==> src/rtl/sw_debounce.sv <==
// sw_debounce: switch input conditioning ahead of the core's io_sw_i.
// Each raw switch bit goes through a synchronizer chain and then its own
// debounce counter. The outputs are the stable levels, one-cycle change
// pulses, and an OR of those pulses.
// Optional feature macro: SW_STICKY_EN. When it is defined, a sticky
// per-bit event mask is built, and it is cleared by writing 1.

// Logic for one switch bit: synchronizer, debounce counter, stable level
// and change pulse.
module sw_debounce_bit #(
  parameter int SYNC_STAGES     = 2,
  parameter int DEBOUNCE_CYCLES = 16
) (
  input  logic clk,
  input  logic rst,
  input  logic raw,
  output logic level,
  output logic change,
  output logic accept
);

  localparam int CW = (DEBOUNCE_CYCLES > 1) ? $clog2(DEBOUNCE_CYCLES) : 1;
  localparam logic [CW-1:0] CNT_MAX = CW'(DEBOUNCE_CYCLES - 1);

  logic [SYNC_STAGES-1:0] sync;
  logic [CW-1:0]          cnt;
  logic                   synced;
  logic                   differ;

  assign synced = sync[SYNC_STAGES-1];
  assign differ = synced ^ level;
  // The last count step and the level update happen on the same edge.
  assign accept = differ && (cnt == CNT_MAX);

  // Bring the asynchronous pin into the clock domain.
  always_ff @(posedge clk or posedge rst) begin
    if (rst) sync <= '0;
    else     sync <= {sync[SYNC_STAGES-2:0], raw};
  end

  // Debounce. The counter only runs while synced disagrees with the stable
  // level. Any agreement (a bounce back) restarts it. Because acceptance
  // clears the counter, it can never wrap.
  always_ff @(posedge clk or posedge rst) begin
    if (rst) begin
      cnt    <= '0;
      level  <= 1'b0;
      change <= 1'b0;
    end else begin
      change <= accept;
      if (!differ) begin
        cnt <= '0;
      end else if (accept) begin
        level <= synced;
        cnt   <= '0;
      end else begin
        cnt <= cnt + 1'b1;
      end
    end
  end

endmodule

// Top level: one independent debouncer per switch bit.
module sw_debounce #(
  parameter int WIDTH           = 32,
  parameter int SYNC_STAGES     = 2,
  parameter int DEBOUNCE_CYCLES = 16
) (
  input  logic             clk_i,
  input  logic             rst_i,
  input  logic [WIDTH-1:0] sw_raw_i,
  output logic [WIDTH-1:0] sw_o,
  output logic [WIDTH-1:0] sw_change_o,
  output logic             sw_event_o,
  output logic [WIDTH-1:0] evt_mask_o,
  input  logic [WIDTH-1:0] evt_clr_i
);

  logic [WIDTH-1:0] accept;
  logic             event_q;

  genvar b;
  generate
    for (b = 0; b < WIDTH; b++) begin : g_bit
      sw_debounce_bit #(
        .SYNC_STAGES    (SYNC_STAGES),
        .DEBOUNCE_CYCLES(DEBOUNCE_CYCLES)
      ) u_bit (
        .clk   (clk_i),
        .rst   (rst_i),
        .raw   (sw_raw_i[b]),
        .level (sw_o[b]),
        .change(sw_change_o[b]),
        .accept(accept[b])
      );
    end
  endgenerate

  // The event flag is registered from the same acceptance terms as the
  // change pulses, so it lines up with sw_change_o in the same cycle.
  always_ff @(posedge clk_i or posedge rst_i) begin
    if (rst_i) event_q <= 1'b0;
    else       event_q <= |accept;
  end

  assign sw_event_o = event_q;

`ifdef SW_STICKY_EN
  logic [WIDTH-1:0] mask_q;

  // Sticky flags. A set from a change pulse wins over a clear on the same edge.
  always_ff @(posedge clk_i or posedge rst_i) begin
    if (rst_i) mask_q <= '0;
    else       mask_q <= (mask_q & ~evt_clr_i) | sw_change_o;
  end

  assign evt_mask_o = mask_q;
`else
  logic unused_clr;

  assign unused_clr = |evt_clr_i;
  assign evt_mask_o = '0;
`endif

endmodule

==> config.mk <==
export PLATFORM = sky130hd
export DESIGN_NAME = sw_debounce
export DESIGN_NICKNAME = d
export VERILOG_FILES = /design/src/rtl/sw_debounce.sv
export SDC_FILE = /design/constraint.sdc
export NUM_CORES = 1
export LEC_CHECK = 0
export BUFFER_PORTS_ARGS = -buffer_cell sky130_fd_sc_hd__clkbuf_2
export CAP_MARGIN = 20
export CORE_MARGIN = 4
export CORE_UTILIZATION = 30
export CTS_BUF_LIST = sky130_fd_sc_hd__clkbuf_8
export DETAILED_ROUTE_END_ITERATION = 8
export SYNTH_ARGS = -nofsm -noshare
export SYNTH_HDL_FRONTEND = slang
export SYNTH_SLANG_ARGS = --single-unit
export TNS_END_PERCENT = 5
==> constraint.sdc <==
create_clock -name clk_i -period 11.1 [get_ports clk_i]
set_input_delay 2.22 -clock clk_i [delete_from_list [all_inputs] [get_ports clk_i]]
set_output_delay 2.22 -clock clk_i [all_outputs]
set_load 0.03 [all_outputs]
==> results of run 1 <==
-- synth_stat cells, drive strengths merged (2+ instances only) --
cell type | number | area, um^2
nand3 | 32 | 160
a311oi | 2 | 17.5
nor2 | 64 | 255
a21oi | 64 | 320
mux2 | 32 | 360
dfrtp | 257 | 6430
xnor2 | 64 | 741
buf | 96 | 721
inv | 33 | 124
and2b | 6 | 46.3
nor3b | 30 | 225
nor2b | 26 | 163
nand4 | 2 | 12.5
ha | 32 | 400
o21ai | 32 | 160
nor4 | 8 | 62.6
nand4b | 32 | 280
-- path summary, 6_finish.rpt --
| check | to | from | depth (start not counted) |
|---|---|---|---|
| worst max-delay path | sw_o[28] | g_bit[28].u_bit.level$_DFFE_PP0P_ | 1 |
| worst min-delay path | g_bit[8].u_bit.sync[1]$_DFF_PP0_ | g_bit[8].u_bit.sync[0]$_DFF_PP0_ | 0 |
| worst max register to register | sw_event_o$_DFF_PP0_ | g_bit[3].u_bit.cnt[0]$_DFF_PP0_ | 6 |
| worst min register to register | g_bit[8].u_bit.sync[1]$_DFF_PP0_ | g_bit[8].u_bit.sync[0]$_DFF_PP0_ | 0 |
| max in group asynchronous | g_bit[7].u_bit.cnt[1]$_DFF_PP0_ | rst_i | 3 |
| min in group asynchronous | g_bit[12].u_bit.sync[0]$_DFF_PP0_ | rst_i | 2 |
-- logic make-up after synthesis --
family / share of synthesized area [%]
xor+xnor: 7.06
flops: 61.3
compound gates: 4.75
other cells: 0.0357
buf+inv: 8.05
fa+ha+maj: 3.82
simple gates: 11.5
mux: 3.44
-- state kept, by name, summed over array words and instances (netlist names) --
name / count
g_bit.u_bit.cnt: 128
g_bit.u_bit.sync: 64
g_bit.u_bit.change: 32
g_bit.u_bit.level: 32
sw_event_o: 1
-- layout make-up --
| class | instances | area (um^2) |
|---|---|---|
| repair buffers | 100 | 505 |
| well taps | 455 | 569 |
| multi-input cells | 459 | 3330 |
| flip-flops and latches | 257 | 6430 |
| fillers | 3438 | 22600 |
| clock buffers | 52 | 716 |
| clock inverters | 26 | 226 |
| inverters | 33 | 131 |
-- stage by stage --
| stage | hold WS [ns] | utilization, % |
|---|---|---|
| floorplan | 0.331 | - |
| global placement | 0.332 | 31.8 |
| detailed placement | 0.335 | 31.8 |
| CTS | 0.348 | 34.5 |
| global route | 0.352 | 34.5 |
| finish | 0.345 | 34.5 |
-- where the power goes --
group	leakage (nW)	total, mW	internal [mW]	switching, mW
clock network	0.528	0.909	0.521	0.388
logic	1.68	0.109	0.0435	0.0653
registers	3.36	1.01	0.978	0.0349
-- per-layer routing --
layer / wire length [um] / vias up / share of wire, %
met2: 7800 / 136 / 44
met3: 1140 / 42 / 6.4
met4: 614 / 0 / 3.5
li1: - / 2816 / -
met1: 8130 / 2897 / 46
met5: 0 / - / 0
==> summary.txt, run 1 <==
Outcome
  – Status: finished clean

Clocking
  – # resized after CTS: 0
  – H-tree Lvls: 2
  – Clock Sinks: 257
  – Clock root buffer: clkbuf_8
  – CTS buffer count: 45
  – Clock latency on the worst-skew pair: ~0.58 ns
  – Longest Clk Path Bufs: 3
  – CTS tree: yes
  – Setup Fix Bufs, Post-CTS: 0
  – # hold bufs at CTS: 0
  – Clk slew on worst S/H paths: 0.06 ns

Logic synthesis
  – Syn Std Cell Area: 10500 um^2
  – #FFs+latches synth: roughly 260
  – Syn Inst Count: just over 800
  – Average cell area after synthesis: about 13 um^2
  – Yosys cell types: 23
  – Synth Warn #: 0
  – Post-synth EDFFs: 0
  – Fraction of registers with async set/reset: between 90% and 100%
  – Most common flop cell mapped by yosys: dfrtp_1
  – Part of the Yosys area used for sequential elements: around 60%

Layout
  – Layout Cells excl Fill: roughly 1400
  – P&R area growth vs syn: 13.5%
  – Antenna cells: 0
  – Commonest non-fill, non-tap cell in the layout: dfrtp_1
  – Final Cell Area: around 12000 um^2
  – Nets: 994
  – Most frequent cells in the layout: dfrtp_1, clkbuf_2, a21oi_1
  – Layout cells sized above 1: 24.9%

Worst setup path
  – Flop2flop setup slack: approximately 9 ns
  – Cell breakdown of the critical path: clkbuf_2
  – WP buf/inv: 1
  – Top delay family on crit path: flip-flops
  – Crit path DAT: between 1 and 1.5 ns
  – Critical path endpoint category: primary output
  – Critical path type: reg2out
  – CP startpoint kind: flip-flop
  – Slowest stage delay, CP: 0.44 ns
  – Crit Path Max Fanout: 3
  – Critical Path RT: between 8 and 9 ns
  – Critical path's slowest cell: dfrtp_1

Placement
  – DP Cell Count: roughly 1300
  – Placer Congestion: about 0.73
  – Cell area after placement: roughly 11000 um^2
  – HPWL after DPL: 11600 um
  – Worst slack at placement: between 7 and 8 ns
  – Port-buffer cells: between 90 and 100

Route
  – Via density per instance: around 4.3
  – Drt total wl: approximately 18000 um
  – Routed Antenna Nets: 0
  – Starting DRT DRC Count: roughly 160
  – DR DRC count: 0
  – Via count: 5891
  – Routed WL per cell: about 13 um
  – Router iterations before antenna repair: 4

Worst hold path
  – Worst Hold Class: reg2reg

GRT
  – Met3 global-route usage: under 10%
  – First-pass GRT wire length: 29900 um
  – Remaining Overflow, GRT: 0
  – Vias in the first global route: about 6100
  – Gr usage total: 9.48%
  – Pin count of the biggest net entering global routing: 115
  – Initial antenna violation count: 0
  – Met2 Use GR: ~14%
  – Most Crowded Layer GR: met2
  – Grt met1 use: 12.5%

Timing
  – Final Max Slew Viols: 0
  – Clk_skew: approximately 0.029 ns
  – Final setup TNS: 0 ns
  – Worst setup margin: ~7.6 ns
  – RSZ-0062 raised after global routing: no
  – Tmin final: roughly 3.5 ns
  – Final Setup Violations: 0
  – Slew headroom: around 38%
  – Hold Vio Cnt, Final: 0
  – FMAX: 0.288 GHz
  – Slew @ Worst Pin: 0.937 ns
  – Crit share post-route: between 30% and 40%

Floorplanning
  – Top Ports: between 150 and 200
  – Placement Rows: 68
  – Starting density of the core: 30.4%
  – Die area: approximately 38000 um^2
  – Core ar.: between 30000 and 40000 um^2
  – DIE HEIGHT: between 150 and 200 um
  – Die span in x: approximately 190 um

Power
  – Power per cell area: ~170 nW/um^2
  – VDD IR max: around 100 uV
  – Power, Total: a little over 2 mW
  – Static Leak: between 5 and 6 nW

Flow run
  – Max-cap violations: 0
Power figures use the tool's default switching activity.
==> run 2: changes to the inputs <==
clock period = 3.47 ns   (was 11.1 ns; I/O delays follow)
==> summary.txt, run 2 (synthesized netlist as in run 1, its figures left out) <==
Power
  – Logic pwr share: between 5 and 6%
  – Pint: 4.92 mW
  – Clk pwr share: between 40% and 50%
  – Static Leak: 5.61 nW
  – Switching power: between 1.5 and 2 mW
  – Power, Total: 6.48 mW
  – Power per cell area: 540 nW/um^2
  – Net Sw Frac: between 20% and 30%
  – VDD IR max: around 380 uV
  – Sequential share of power: around 50%

GRT
  – Initial antenna violation count: 1
  – First-pass GRT wire length: roughly 30000 um
  – Remaining Overflow, GRT: 0
  – Pin count of the biggest net entering global routing: 72
  – Gr usage total: a little under a tenth
  – Vias in the first global route: between 6000 and 7000

Flow run
  – Max-cap violations: 0

Timing
  – Clk_skew: ~0.025 ns
  – Crit share post-route: 65.2%
  – Hold Vio Cnt, Final: 0
  – Slew @ Worst Pin: 0.797 ns
  – FMAX: between 0.4 and 0.5 GHz
  – Final Max Slew Viols: 0
  – Tmin final: approximately 2.3 ns
  – Slew headroom: 46.8%
  – Final setup TNS: 0 ns
  – RSZ-0062 raised after global routing: no
  – Hold Slack: 0.204 ns
  – Final Setup Violations: 0
  – Worst setup margin: 1.21 ns

Layout
  – Final Cell Area: approximately 12000 um^2
  – Nets: between 900 and 1000
  – Commonest non-fill, non-tap cell in the layout: dfrtp_1
  – Most frequent cells in the layout: dfrtp_1, clkbuf_2, a21oi_1
  – Number of flip-flops under the largest register name: around 130
  – P&R area growth vs syn: 14.3%
  – Layout cells sized above 1: 25.6%
  – FILL cells: ~3400
  – Largest registers: g_bit.u_bit.cnt: 128 flops, g_bit.u_bit.sync: 64 flops
  – Final core occ: a little over a third
  – Layout Cells excl Fill: 1390
  – Largest Register: g_bit.u_bit.cnt

Worst hold path
  – Worst Hold Class: in2reg

Floorplanning
  – Top Ports: between 150 and 200
  – Die span in x: ~190 um
  – DIE HEIGHT: between 150 and 200 um
  – Placement Rows: ~70
  – Die area: approximately 38000 um^2
  – Starting density of the core: 30.4%
  – Core ar.: 34500 um^2

Clocking
  – # resized after CTS: 0
  – Clock latency on the worst-skew pair: 0.59 ns
  – CTS tree: yes
  – H-tree Lvls: 2
  – CTS buffer count: 46
  – Clock root buffer: clkbuf_8
  – Clk slew on worst S/H paths: ~0.060 ns
  – # hold bufs at CTS: 0
  – Setup Fix Bufs, Post-CTS: 0
  – Clock Sinks: approximately 260
  – Longest Clk Path Bufs: 3

Worst setup path
  – Critical path endpoint category: flip-flop
  – CP startpoint kind: flip-flop
  – Critical path's slowest cell: nor4_1
  – WP buf/inv: 0
  – Crit Path Max Fanout: 4
  – Critical Path RT: 3.93 ns
  – Crit path DAT: approximately 2.7 ns
  – Slowest stage delay, CP: between 0.6 and 0.7 ns
  – Top delay family on crit path: simple AND/OR/NAND/NOR gates
  – Cell breakdown of the critical path: ha_1, nand3_1, nor2_1, nor4_1, nand4_1, or2_1
  – Critical path type: reg2reg

Route
  – Via count: roughly 6000
  – Routed WL per cell: about 13 um
  – Starting DRT DRC Count: 160
  – Drt total wl: around 18000 um
  – Router iterations before antenna repair: 4
  – Routed Antenna Nets: 0
  – DR DRC count: 0
  – Via density per instance: approximately 4.2

Placement
  – HPWL after DPL: between 10000 and 15000 um
  – Placer Congestion: around 0.69
  – Cell area after placement: between 10000 and 15000 um^2
  – Port-buffer cells: 98
  – Worst slack at placement: roughly 1.1 ns
  – DP Cell Count: 1307

Outcome
  – Status: finished clean
==> run 2: cell type report <==
| type | instances | area, um^2 | share of cell area, % |
|---|---|---|---|
| antenna | 1 | 2.50 | 0.0209 |
| clock buffer | 61 | 840 | 7.00 |
| clock inverter | 21 | 123 | 1.02 |
| inverter | 33 | 128 | 1.06 |
| multi-input combinational | 459 | 3330 | 27.8 |
| sequential | 257 | 6430 | 53.6 |
| tap | 455 | 569 | 4.75 |
| timing repair buffer | 103 | 566 | 4.72 |
==> run 2: power groups by stage <==
stage | logic, mW | clock network [mW] | registers (mW)
3_3_place_gp | 0.356 | 0 | 3.28
4_1_cts | 0.364 | 3.05 | 3.24
3_5_place_dp | 0.361 | 0 | 3.29
2_1_floorplan | 0.311 | 0 | 3.27
6_report | 0.352 | 2.88 | 3.24
5_1_grt | 0.414 | 3.17 | 3.26
==> run 2: final timing paths <==
kind | startpoint | endpoint | slack, ns | cells after the start
worst max register to register | g_bit[15].u_bit.cnt[0]$_DFF_PP0_ | sw_event_o$_DFF_PP0_ | 1.21 | 6
worst min register to register | g_bit[5].u_bit.sync[0]$_DFF_PP0_ | g_bit[5].u_bit.sync[1]$_DFF_PP0_ | 0.34 | 0
worst min-delay path | sw_raw_i[26] | g_bit[26].u_bit.sync[0]$_DFF_PP0_ | 0.20 | 1
worst max-delay path | g_bit[15].u_bit.cnt[0]$_DFF_PP0_ | sw_event_o$_DFF_PP0_ | 1.21 | 6
min in group asynchronous | rst_i | g_bit[3].u_bit.sync[0]$_DFF_PP0_ | 0.24 | 2
max in group asynchronous | rst_i | g_bit[6].u_bit.level$_DFFE_PP0P_ | 2.40 | 3
==> run 2: metal layers <==
layer	track usage, %	vias to the layer above	wire (um)
met4	4.91	2	635
met1	11.9	2855	7690
met2	14.5	124	8030
li1	-	2831	-
met3	3.38	50	1190
met5	0	-	9
==> run 2: worst register-to-register path, cell delays in order (launching register included) <==
cell	delay [ns]
dfrtp_1	0.41
ha_1	0.25
nand3_1	0.12
nor2_1	0.09
nor4_1	0.61
nand4_1	0.35
or2_1	0.31
